### config.mk
export PLATFORM = sky130hd
export DESIGN_NAME = sprite_fetch_sequencer_flat
export DESIGN_NICKNAME = d
export VERILOG_FILES = /design/src/rtl/sprite_fetch_if.sv /design/src/rtl/sprite_fetch_sequencer.sv /design/src/flat_wrapper.sv
export SDC_FILE = /design/constraint.sdc
export NUM_CORES = 1
export LEC_CHECK = 0
export CORE_ASPECT_RATIO = 2
export CORE_UTILIZATION = 42
export CTS_BUF_LIST = sky130_fd_sc_hd__clkbuf_4 sky130_fd_sc_hd__clkbuf_8 sky130_fd_sc_hd__clkbuf_16
export DETAILED_ROUTE_END_ITERATION = 10
export PLACE_DENSITY = 0.85
export SYNTH_ARGS = -nofsm -noshare
export SYNTH_HDL_FRONTEND = slang
export SYNTH_SLANG_ARGS = --single-unit
### constraint.sdc
create_clock -name clk -period 2.9 [get_ports clk]
set_input_delay 0.58 -clock clk [delete_from_list [all_inputs] [get_ports clk]]
set_output_delay 0.58 -clock clk [all_outputs]
set_load 0.02 [all_outputs]
### src/rtl/sprite_fetch_if.sv
// Request/acknowledge bus between the sprite fetch sequencer and sprite memory.
// The sequencer drives the request side; memory answers with ack and data.
interface sprite_fetch_if #(
    parameter int IDX_W  = 5,
    parameter int WORD_W = 1
) ();
    logic              fetch_req;
    logic [IDX_W-1:0]  fetch_index;
    logic [WORD_W-1:0] fetch_word;
    logic              mem_ack;
    logic [31:0]       mem_data;

    modport master (
        output fetch_req, fetch_index, fetch_word,
        input  mem_ack, mem_data
    );

    modport slave (
        input  fetch_req, fetch_index, fetch_word,
        output mem_ack, mem_data
    );
endinterface

### src/rtl/sprite_fetch_sequencer.sv
// HBLANK sprite line fetch: req/ack sequencing into the per-sprite line buffers.
// Optional SPRITE_FETCH_STATS_EN adds a saturating per-line overrun counter.
//
// state  | meaning
// IDLE   | waiting for the fetch window at H_ACTIVE+SORT_TIME
// REQ    | fetch_req high, index/word held until mem_ack
// GAP    | request dropped, down-counting inter-request idle cycles
// DONE   | line finished or aborted, waiting for column 0
module sprite_fetch_sequencer #(
    parameter int NUM_SPRITES    = 16,
    parameter int WORDS_PER_LINE = 2,
    parameter int IDX_W          = 5,
    parameter int WORD_W         = 1,
    parameter int H_ACTIVE       = 640,
    parameter int SORT_TIME      = 64,
    parameter int H_TOTAL        = 800,
    parameter int FETCH_GAP      = 0
) (
    input  logic              clk,
    input  logic              rst,
    input  logic [11:0]       pix_col,
    input  logic [IDX_W-1:0]  sprite_count,
    sprite_fetch_if.master    fetch,
    output logic              line_wr,
    output logic [IDX_W-1:0]  line_wr_index,
    output logic [WORD_W-1:0] line_wr_word,
    output logic [31:0]       line_data,
    output logic              fetch_done,
    output logic              fetch_overrun,
    output logic [15:0]       overrun_count
);
    localparam logic [11:0]       WIN_COL   = 12'(H_ACTIVE + SORT_TIME);
    localparam logic [11:0]       END_COL   = 12'(H_TOTAL - 1);
    localparam logic [IDX_W-1:0]  SENTINEL  = IDX_W'(NUM_SPRITES);
    localparam logic [WORD_W-1:0] LAST_WORD = WORD_W'(WORDS_PER_LINE - 1);
    localparam int                GAP_W     = (FETCH_GAP > 0) ? $clog2(FETCH_GAP + 1) : 1;

    typedef enum logic [1:0] {S_IDLE, S_REQ, S_GAP, S_DONE} state_t;

    state_t           state;
    logic [IDX_W-1:0] n_lat;
    logic [IDX_W-1:0] n_clamped;
    logic [GAP_W-1:0] gap_cnt;
    logic             last_word;
    logic             abort;

    // An ack on the final word in the last column completes the line rather than aborting it.
    always_comb begin
        n_clamped = (sprite_count > SENTINEL) ? SENTINEL : sprite_count;
        last_word = (fetch.fetch_index == n_lat - IDX_W'(1)) && (fetch.fetch_word == LAST_WORD);
        abort     = (pix_col == END_COL) &&
                    ((state == S_GAP) || ((state == S_REQ) && !(fetch.mem_ack && last_word)));
    end

    always_ff @(posedge clk) begin
        if (rst) begin
            state             <= S_IDLE;
            n_lat             <= '0;
            gap_cnt           <= '0;
            fetch.fetch_req   <= 1'b0;
            fetch.fetch_index <= SENTINEL;
            fetch.fetch_word  <= '0;
            line_wr           <= 1'b0;
            line_wr_index     <= '0;
            line_wr_word      <= '0;
            line_data         <= '0;
            fetch_done        <= 1'b0;
            fetch_overrun     <= 1'b0;
        end else begin
            line_wr <= 1'b0;
            case (state)
                S_IDLE: begin
                    if (pix_col == WIN_COL) begin
                        n_lat            <= n_clamped;
                        fetch.fetch_word <= '0;
                        if (n_clamped == '0) begin
                            state             <= S_DONE;
                            fetch_done        <= 1'b1;
                            fetch.fetch_index <= SENTINEL;
                        end else begin
                            state             <= S_REQ;
                            fetch.fetch_req   <= 1'b1;
                            fetch.fetch_index <= '0;
                        end
                    end
                end
                S_REQ: begin
                    if (fetch.mem_ack) begin
                        line_wr         <= 1'b1;
                        line_wr_index   <= fetch.fetch_index;
                        line_wr_word    <= fetch.fetch_word;
                        line_data       <= fetch.mem_data;
                        fetch.fetch_req <= 1'b0;
                    end
                    if (fetch.mem_ack && last_word) begin
                        state             <= S_DONE;
                        fetch_done        <= 1'b1;
                        fetch.fetch_index <= SENTINEL;
                        fetch.fetch_word  <= '0;
                    end else if (abort) begin
                        state             <= S_DONE;
                        fetch_overrun     <= 1'b1;
                        fetch.fetch_req   <= 1'b0;
                        fetch.fetch_index <= SENTINEL;
                        fetch.fetch_word  <= '0;
                    end else if (fetch.mem_ack) begin
                        state   <= S_GAP;
                        gap_cnt <= GAP_W'(FETCH_GAP);
                        if (fetch.fetch_word == LAST_WORD) begin
                            fetch.fetch_word  <= '0;
                            fetch.fetch_index <= fetch.fetch_index + IDX_W'(1);
                        end else begin
                            fetch.fetch_word  <= fetch.fetch_word + WORD_W'(1);
                        end
                    end
                end
                S_GAP: begin
                    if (abort) begin
                        state             <= S_DONE;
                        fetch_overrun     <= 1'b1;
                        fetch.fetch_index <= SENTINEL;
                        fetch.fetch_word  <= '0;
                    end else if (gap_cnt == '0) begin
                        state           <= S_REQ;
                        fetch.fetch_req <= 1'b1;
                    end else begin
                        gap_cnt <= gap_cnt - GAP_W'(1);
                    end
                end
                S_DONE: begin
                    if (pix_col == 12'd0) begin
                        state         <= S_IDLE;
                        fetch_done    <= 1'b0;
                        fetch_overrun <= 1'b0;
                    end
                end
                default: state <= S_IDLE;
            endcase
        end
    end

`ifdef SPRITE_FETCH_STATS_EN
    always_ff @(posedge clk) begin
        if (rst) begin
            overrun_count <= '0;
        end else if (abort && (overrun_count != 16'hFFFF)) begin
            overrun_count <= overrun_count + 16'd1;
        end
    end
`else
    assign overrun_count = '0;
`endif
endmodule

### src/flat_wrapper.sv
// flat-port wrapper written by rule: the top's interface ports become plain ports
module sprite_fetch_sequencer_flat 
#(
    parameter int NUM_SPRITES    = 16,
    parameter int WORDS_PER_LINE = 2,
    parameter int IDX_W          = 5,
    parameter int WORD_W         = 1,
    parameter int H_ACTIVE       = 640,
    parameter int SORT_TIME      = 64,
    parameter int H_TOTAL        = 800,
    parameter int FETCH_GAP      = 0
)
  (clk, rst, pix_col, sprite_count, line_wr, line_wr_index, line_wr_word, line_data, fetch_done, fetch_overrun, overrun_count, fetch_fetch_req, fetch_fetch_index, fetch_fetch_word, fetch_mem_ack, fetch_mem_data);
  sprite_fetch_if #(.IDX_W(IDX_W), .WORD_W(WORD_W)) fetch_i ();
  input  logic clk;
  input  logic rst;
  input  logic [11:0] pix_col;
  input  logic [IDX_W-1:0] sprite_count;
  output logic line_wr;
  output logic [IDX_W-1:0] line_wr_index;
  output logic [WORD_W-1:0] line_wr_word;
  output logic [31:0] line_data;
  output logic fetch_done;
  output logic fetch_overrun;
  output logic [15:0] overrun_count;
  output wire logic [$bits(fetch_i.fetch_req)-1:0] fetch_fetch_req;
  output wire logic [$bits(fetch_i.fetch_index)-1:0] fetch_fetch_index;
  output wire logic [$bits(fetch_i.fetch_word)-1:0] fetch_fetch_word;
  input wire logic [$bits(fetch_i.mem_ack)-1:0] fetch_mem_ack;
  input wire logic [$bits(fetch_i.mem_data)-1:0] fetch_mem_data;
  assign fetch_fetch_req = fetch_i.fetch_req;
  assign fetch_fetch_index = fetch_i.fetch_index;
  assign fetch_fetch_word = fetch_i.fetch_word;
  assign fetch_i.mem_ack = fetch_mem_ack;
  assign fetch_i.mem_data = fetch_mem_data;
  sprite_fetch_sequencer #(.NUM_SPRITES(NUM_SPRITES), .WORDS_PER_LINE(WORDS_PER_LINE), .IDX_W(IDX_W), .WORD_W(WORD_W), .H_ACTIVE(H_ACTIVE), .SORT_TIME(SORT_TIME), .H_TOTAL(H_TOTAL), .FETCH_GAP(FETCH_GAP)) u_core (.clk(clk), .rst(rst), .pix_col(pix_col), .sprite_count(sprite_count), .fetch(fetch_i), .line_wr(line_wr), .line_wr_index(line_wr_index), .line_wr_word(line_wr_word), .line_data(line_data), .fetch_done(fetch_done), .fetch_overrun(fetch_overrun), .overrun_count(overrun_count));
endmodule
* After elaboration in Yosys (flattened, before gate mapping)
Index checks and enable logic that the tools add are counted.
** Word-level totals
- Register bits :: 56
- Input bits :: 52
- Output and inout port bits :: 64
- Word-level logic and storage cells :: 109
** Cells by class
- Add/sub/neg operators :: 4
- $lt $le $gt $ge :: 1
- Equal/unequal tests :: 20
- Multiplexer cells :: 48
- Bitwise gates (word level) :: 1
- Reductions and logical operators :: 23
** Operators with widths (count)
- 2-to-1 mux 5 bit :: 8
- 2-to-1 mux 1 bit :: 25
- == test 12 x 10 -> 1 bit, second input constant :: 2
- AND reduction 5 bit :: 4
- 2-to-1 mux 2 bit :: 8
- case mux 5 bit (3 select lines) :: 1
- != test 2 bit, second input constant :: 7
- zero test 12 bit :: 1
- case mux 1 bit (3 select lines) :: 4
- nonzero test 3 bit :: 3
- != test 2 x 1 -> 1 bit, second input constant :: 4
- case mux 2 bit (4 select lines) :: 1
- AND reduction 4 bit :: 2
- adder 5 x 1 -> 5 bit, second input constant :: 1
- == test 5 bit :: 1
- greater-than comparator 5 bit, second input constant :: 1
- zero test 5 bit :: 1
- subtractor 5 x 1 -> 5 bit, second input constant :: 1
- == test 2 bit, second input constant :: 2
- logical AND 1 bit :: 4
- != test 4 x 2 -> 1 bit, second input constant :: 1
- != test 4 x 3 -> 1 bit, second input constant :: 1
- AND reduction 2 bit :: 2
- != test 3 bit, second input constant :: 1
- 11 further kinds :: 11

* Longest topological paths before layout
Gate-level depths: netlist of the first run.
- Depth in word-level cells :: 11
- Depth in mapped cells :: 8
- Gate-level depth less buffers :: 8

* Least setup slack after synthesis of the first run
OpenSTA, ideal clock, no wires.
- Kind :: input to register
- Start :: input pix_col[7]
- End :: register u_core.fetch.fetch_index[4]
- Setup time :: 122 ps
- Arrival :: 2247 ps
- Required time :: 2778 ps
- Path slack :: 531 ps
- Stages on the path :: 6
- Buffers on the path :: 1
- Cells stage by stage :: or4_4 -> or3_1 -> buf_6 -> a221oi_4 -> nor2b_1 -> a311o_1
** On the way
- Cells in the longest elaborated chain, start to end :: 5
- Elaborated cells between the ends (all ways) :: 11
- Those cells by class :: eq/ne (6); mux (3); reduce/logical (2)
** RTL lines
- start, declared :: RTL line flat_wrapper.sv:17 : input logic [11:0] pix_col;
- == test 12 x 10 -> 1 bit :: RTL line sprite_fetch_sequencer.sv:51 : abort = (pix_col == END_COL) &&
- logical AND 1 bit :: RTL line sprite_fetch_sequencer.sv:51
- 2-to-1 mux 5 bit :: RTL line sprite_fetch_sequencer.sv:100 : end else if (abort) begin
- 2-to-1 mux 5 bit :: RTL line sprite_fetch_sequencer.sv:95 : if (fetch.mem_ack && last_word) begin
- case mux 5 bit (3 select lines) :: RTL line sprite_fetch_sequencer.sv:71 : case (state)
- end signal, assigned :: RTL line sprite_fetch_sequencer.sv:111 : fetch.fetch_index <= fetch.fetch_index + IDX_W'(1);
- end, declared :: RTL line sprite_fetch_if.sv:14 : output fetch_req, fetch_index, fetch_word,
Parallel ways exist; a longest one is shown, timed or not.
A chain may end at the register's enable or synchronous reset.

* Worst setup path after layout of the first run
Same ends and word-level chain as after synthesis.

==> results of run 1 <==
-- through the flow --
step / cells / hold WS, ns / power, mW / setup slack, ns
floorplan: 352 / 0.463 / 1.09 / 0.531
CTS: 518 / 0.455 / 1.94 / 0.383
global placement: 510 / 0.442 / 1.25 / 0.133
detailed placement: 510 / 0.446 / 1.26 / 0.0737
finish: 518 / 0.453 / 1.92 / 0.374
global route: 518 / 0.470 / 2.01 / 0.314
-- area by class of cell --
class,instances,area (um2)
Clock buffer,5,125
Clock inverter,3,43.8
Fill cell,541,2240
Inverter,7,26.3
Multi-Input combinational cell,256,1410
Sequential cell,55,1100
Tap cell,84,105
Timing Repair Buffer,108,1050
-- critical path: stages --
cell	delay (ns)
clkdlybuf4s50_1	0.44
or4_4	0.54
or3_1	0.40
a221oi_4	0.34
nor2b_1	0.08
a311o_1	0.33
-- worst paths after layout --
check / from / to / slack (ns) / cells past startpoint
min reg2reg: u_core.line_data[6] / u_core.line_data[6] / 0.45 / 2
max: pix_col[7] / u_core.fetch.fetch_index[4] / 0.37 / 6
max reg2reg: u_core.n_lat[0] / u_core.fetch.fetch_word / 0.81 / 9
min: u_core.line_data[6] / u_core.line_data[6] / 0.45 / 2
-- registers in the layout (all words and copies together) (netlist names), 2 cells and up --
register and cells:
u_core.fetch.fetch_index 5, u_core.line_data 32, u_core.line_wr_index 5, u_core.n_lat 5, u_core.state 2
-- power groups by stage --
stage / clock, mW / combinational (mW) / sequential (mW)
final: 0.675 / 0.426 / 0.819
after floorplan: 0 / 0.214 / 0.875
after global routing: 0.718 / 0.464 / 0.824
after global placement: 0 / 0.418 / 0.835
after detailed placement: 0 / 0.425 / 0.837
after CTS: 0.691 / 0.428 / 0.819
-- metal layers --
metal	vias to the layer above	GRT usage (%)
li1	1316	-
met1	1199	17.0
met2	96	41.2
met3	13	3.94
met4	0	10.6
met5	-	0
-- logic make-up after synthesis --
| kind of cell | after synthesis | share of synthesized area, % |
|---|---|---|
| simple gates | 140 | 24.8 |
| compound gates | 83 | 18.8 |
| flops | 55 | 41.0 |
| buf+inv | 41 | 8.44 |
| fa+ha+maj | 8 | 3.73 |
| xor+xnor | 6 | 1.96 |
| mux | 3 | 1.12 |
| other cells | 1 | 0.140 |
-- layout by cell type, fill, tap and decap left out, types with 2 or more instances in the layout --
cell type        instances
a21oi_1                 49
a311o_1                  2
a31oi_1                  2
buf_4                    9
clkbuf_16                5
clkdlybuf4s50_1         98
conb_1                  16
dfxtp_1                 55
ha_1                     8
inv_1                    7
mux2i_1                  3
nand2_1                 86
nand2b_1                 8
nand3_1                  2
nand3b_1                 5
nand4_1                  4
nand4b_1                 3
nor2_1                  11
nor2b_1                  2
nor3_1                   6
nor3b_1                  3
nor4_1                   3
o21ai_0                 13
o31ai_1                  2
xnor2_1                  5
==> flow_summary.yaml, run 1 <==
hold_path:
  hp-class: "register to register"
sta:
  period_needed_ns: 2.53
  setup_viol: 0
  finalCritPeriodShare_pct: 87.1
  rsz0062_at_grt: "false"
  finalMaxSlewViolations: 0
  hold_viol_final: 0
  setup_tns_ns: 0
  worstMarginPinSlew_ns: 0.783
  relSlewSlack_pct: 47.8
  worst_clock_skew_ns: 0.00495
  clock.fmax_mhz: 396
placed_design:
  placed_area_mm2: 0.00370
  hpwlAfterDp_mm: 5.01
  io_buffers: 99
  gp_congestion: 0.984
detailed_routing:
  wl_met1_mm: 2.36
  detail-route-antenna-nets: 0
  vias: 2624
  routed.top_layer: "met4"
  drc_errors: 0
  dr_wl_met2_mm: 3.85
  finalWirelength_mm: 6.73
  drtIter0Drc: 73
  drt_pre_antenna_iters: 6
  wl_per_cell_um: 13.0
  vias_per_cell: 5.07
  wl_met3_um: 325
run_status:
  status: "finished, final reports clean"
power_and_ir_drop:
  power.internal_mw: 1.40
  p_per_area_mw_per_mm2: 497
  switching_share_pct: 27.2
  combPwrFrac_pct: 22.2
  p_clk_share_pct: 35.2
  switching_power_mw: 0.523
  ir_worst_vdd_v: 0.000285
  p_leak_nw: 1.36
  seqPwrFrac_pct: 42.7
clock_network:
  post-cts-setup-buffers: 0
  tritoncts: "yes"
  cts_hold_buf: 0
  clk_pin_slew_ns: 0.07
  htree_levels: 2
  cts-buffers-inserted: 5
  cts_resized: 0
  cts_sinks: 55
  clock_latency_ns: 0.29
  clockBufferDepth: 2
  root_buffer: "clkbuf_16"
final_layout:
  drive_gt1_share_pct: 5.99
  design_area_mm2: 0.00387
  layout.nets: 493
  diodes: 0
  fin_util_pct: 63.3
  area_growth_pct: 44.1
yosys:
  async_flop_share_pct: 0
  synth_top_cells_by_area: "dfxtp_1 41%, nand2_1 12%, a21oi_1 9.1%"
  synth_edf_count: 0
  ys_types: 51
  synth.most_common_cell: "nand2_1"
  yosysTopAreaCell: "dfxtp_1"
  synth-seq-area-share_pct: 41.0
  ys_top_cells_by_count: "86 x nand2_1, 55 x dfxtp_1, 49 x a21oi_1, 16 x buf_4, 13 x o21ai_0"
  synth_top_cell_area_share_pct: 41.0
  syn_inst: 337
  yosysWarnings: 0
  ys.flop_type: "dfxtp_1"
  synth-seq-cells: 55
  syn_avg_cell_area_um2: 7.96
  syn_area_mm2: 0.00268
die:
  io_pins: 116
  start_util_pct: 43.9
  core_area_mm2: 0.00611
  die_h_um: 115
  die_w_um: 58.5
  dieArea_mm2: 0.00673
  rows: 40
grt:
  grt_antenna_before_repair: 0
  grt_start_max_net_pins: 45
  overflow: 0
  grt_pass1_wl_mm: 10.5
  first_global_vias: 2444
  grt_usage_pct: 20.2
worst_setup_path:
  crit_type: "primary input to register"
  cp-start-kind: "primary input"
  crit_path_max_fanout: 4
  critPathRequiredTime_ns: 3.07
  end_kind: "register"
  arrival_ns: 2.70
run:
  drv_cap: 0
No activity file was read; power rests on OpenSTA's default activity.
==> run 2, diff against run 1 <==
--- a/config.mk
+++ b/config.mk
@@ -6,10 +6,10 @@
 export NUM_CORES = 1
 export LEC_CHECK = 0
 export CORE_ASPECT_RATIO = 2
-export CORE_UTILIZATION = 42
-export CTS_BUF_LIST = sky130_fd_sc_hd__clkbuf_4 sky130_fd_sc_hd__clkbuf_8 sky130_fd_sc_hd__clkbuf_16
+export CORE_UTILIZATION = 44
+export CTS_BUF_LIST = sky130_fd_sc_hd__clkbuf_4
 export DETAILED_ROUTE_END_ITERATION = 10
-export PLACE_DENSITY = 0.85
+export PLACE_DENSITY = 0.88
 export SYNTH_ARGS = -nofsm -noshare
 export SYNTH_HDL_FRONTEND = slang
 export SYNTH_SLANG_ARGS = --single-unit
==> run 2 against run 1 <==
Compared with the run above:
- the run now ends with DRC left
- maximum frequency rose by 5.7%
- total power fell by 14%
- cell count fell by 4.4%
- utilization rose by 1.2 points
- global-route usage rose by 1.8 points
- combinational power rose by 2%
==> flow_summary.yaml, run 2 (same netlist as run 1, synthesis figures left out) <==
detailed_routing:
  vias: 2706
  detail-route-antenna-nets: 0
  drtIter0Drc: 208
  drt_pre_antenna_iters: 7
  wl_per_cell_um: 14.1
  finalWirelength_mm: 7.00
  vias_per_cell: 5.47
  drc_errors: 11
final_layout:
  final_cell_mix: "98 x clkdlybuf4s50_1, 86 x nand2_1, 55 x dfxtp_1"
  top_register: "u_core.line_data"
  largest_reg_flops: 32
  area_growth_pct: 39.6
  diodes: 0
  fin_util_pct: 64.5
  layout.nets: 493
  drive_gt1_share_pct: 5.76
  layout_commonest_cell: "clkdlybuf4s50_1"
  layout.cells.non_filler: 495
clock_network:
  clockBufferDepth: 2
  root_buffer: "clkbuf_4"
  clk_pin_slew_ns: 0.14
  post-cts-setup-buffers: 0
  clock_latency_ns: 0.38
  cts_sinks: 55
  cts_hold_buf: 0
  cts_resized: 0
  cts-buffers-inserted: 5
  tritoncts: "yes"
  htree_levels: 2
grt:
  overflow: 0
  grt_antenna_before_repair: 0
  first_global_vias: 2702
  grt_start_max_net_pins: 45
  grt_usage_pct: 22.0
  grt_pass1_wl_mm: 11.2
sta:
  worstMarginPinSlew_ns: 0.734
  hold_ws_ns: 0.463
  rsz0062_at_grt: "false"
  hold_viol_final: 0
  relSlewSlack_pct: 51.0
  finalCritPeriodShare_pct: 82.4
  setup_viol: 0
  finalMaxSlewViolations: 0
  setup_tns_ns: 0
  period_needed_ns: 2.39
  worst_clock_skew_ns: 0.0188
  clock.fmax_mhz: 418
hold_path:
  hp-class: "register to register"
placed_design:
  gp_congestion: 0.945
  dp_cells: 487
  io_buffers: 99
  hpwlAfterDp_mm: 5.31
die:
  rows: 39
  core_area_mm2: 0.00581
  dieArea_mm2: 0.00643
  io_pins: 116
  start_util_pct: 46.2
  die_w_um: 57.2
  die_h_um: 112
worst_setup_path:
  crit_type: "primary input to register"
  arrival_ns: 2.67
  cp_cell_sequence: "clkdlybuf4s50_1 > or4_4 > or3_1 > a221oi_4 > nor2b_1 > a311o_1"
  max_stage_delay_ns: 0.54
  cp-start-kind: "primary input"
  crit_path_max_fanout: 3
  crit_path_top_delay_cell: "or4_4"
  critPathRequiredTime_ns: 3.18
  end_kind: "register"
power_and_ir_drop:
  power.internal_mw: 1.17
  switching_share_pct: 29.6
  p_clk_share_pct: 24.6
  p_per_area_mw_per_mm2: 444
  combPwrFrac_pct: 26.1
  p_leak_nw: 1.32
  seqPwrFrac_pct: 49.4
  switching_power_mw: 0.492
  ir_worst_vdd_v: 0.000330
run_status:
  violations: "DRC"
  status: "finished with violations"
run:
  drv_cap: 0
## run 2: cell type report
cell class / instances / area, um2
clock inverter: 3 / 38.8
fill: 499 / 2060
multi-input combinational: 256 / 1410
timing repair buffer: 108 / 1050
clock buffer: 5 / 37.5
sequential: 55 / 1100
inverter: 7 / 26.3
tap: 61 / 76.3
## run 2: final timing paths
path                                           start                           to  slack, ns  cells after the start
worst max-delay path                      pix_col[7]  u_core.fetch.fetch_index[4]       0.51                      6
worst min-delay path            u_core.line_data[11]         u_core.line_data[11]       0.46                      2
worst max register to register       u_core.n_lat[0]      u_core.fetch.fetch_word       0.57                      8
worst min register to register  u_core.line_data[11]         u_core.line_data[11]       0.46                      2
## run 2: power by group through the flow
| stage | logic (mW) | clock network [mW] | registers, mW |
|---|---|---|---|
| floorplan | 0.214 | 0 | 0.875 |
| global placement | 0.420 | 0 | 0.835 |
| detailed placement | 0.429 | 0 | 0.837 |
| CTS | 0.432 | 0.421 | 0.820 |
| global route | 0.467 | 0.452 | 0.825 |
| finish | 0.433 | 0.408 | 0.820 |
## run 2: per-stage QoR
step | worst slack, ns | instance area, um2 | total power, mW
6_report | 0.510 | 3740 | 1.66
2_1_floorplan | 0.531 | 2740 | 1.09
3_5_place_dp | 0.119 | 3670 | 1.27
5_1_grt | 0.323 | 3740 | 1.74
3_3_place_gp | 0.136 | 3670 | 1.25
4_1_cts | 0.540 | 3740 | 1.67
## run 2: metal layers
metal	GRT usage, %	routed length [um]	vias to the layer above
li1	-	-	1310
met1	19.0	2360	1243
met2	42.7	3930	123
met3	4.26	376	30
met4	14.8	332	0
met5	0	0	-
## run 2: critical path, delay by kind of cell
kind,cells,cell delay [ns]
simple gates,3,1.03
compound gates,2,0.63
buf+inv,1,0.43
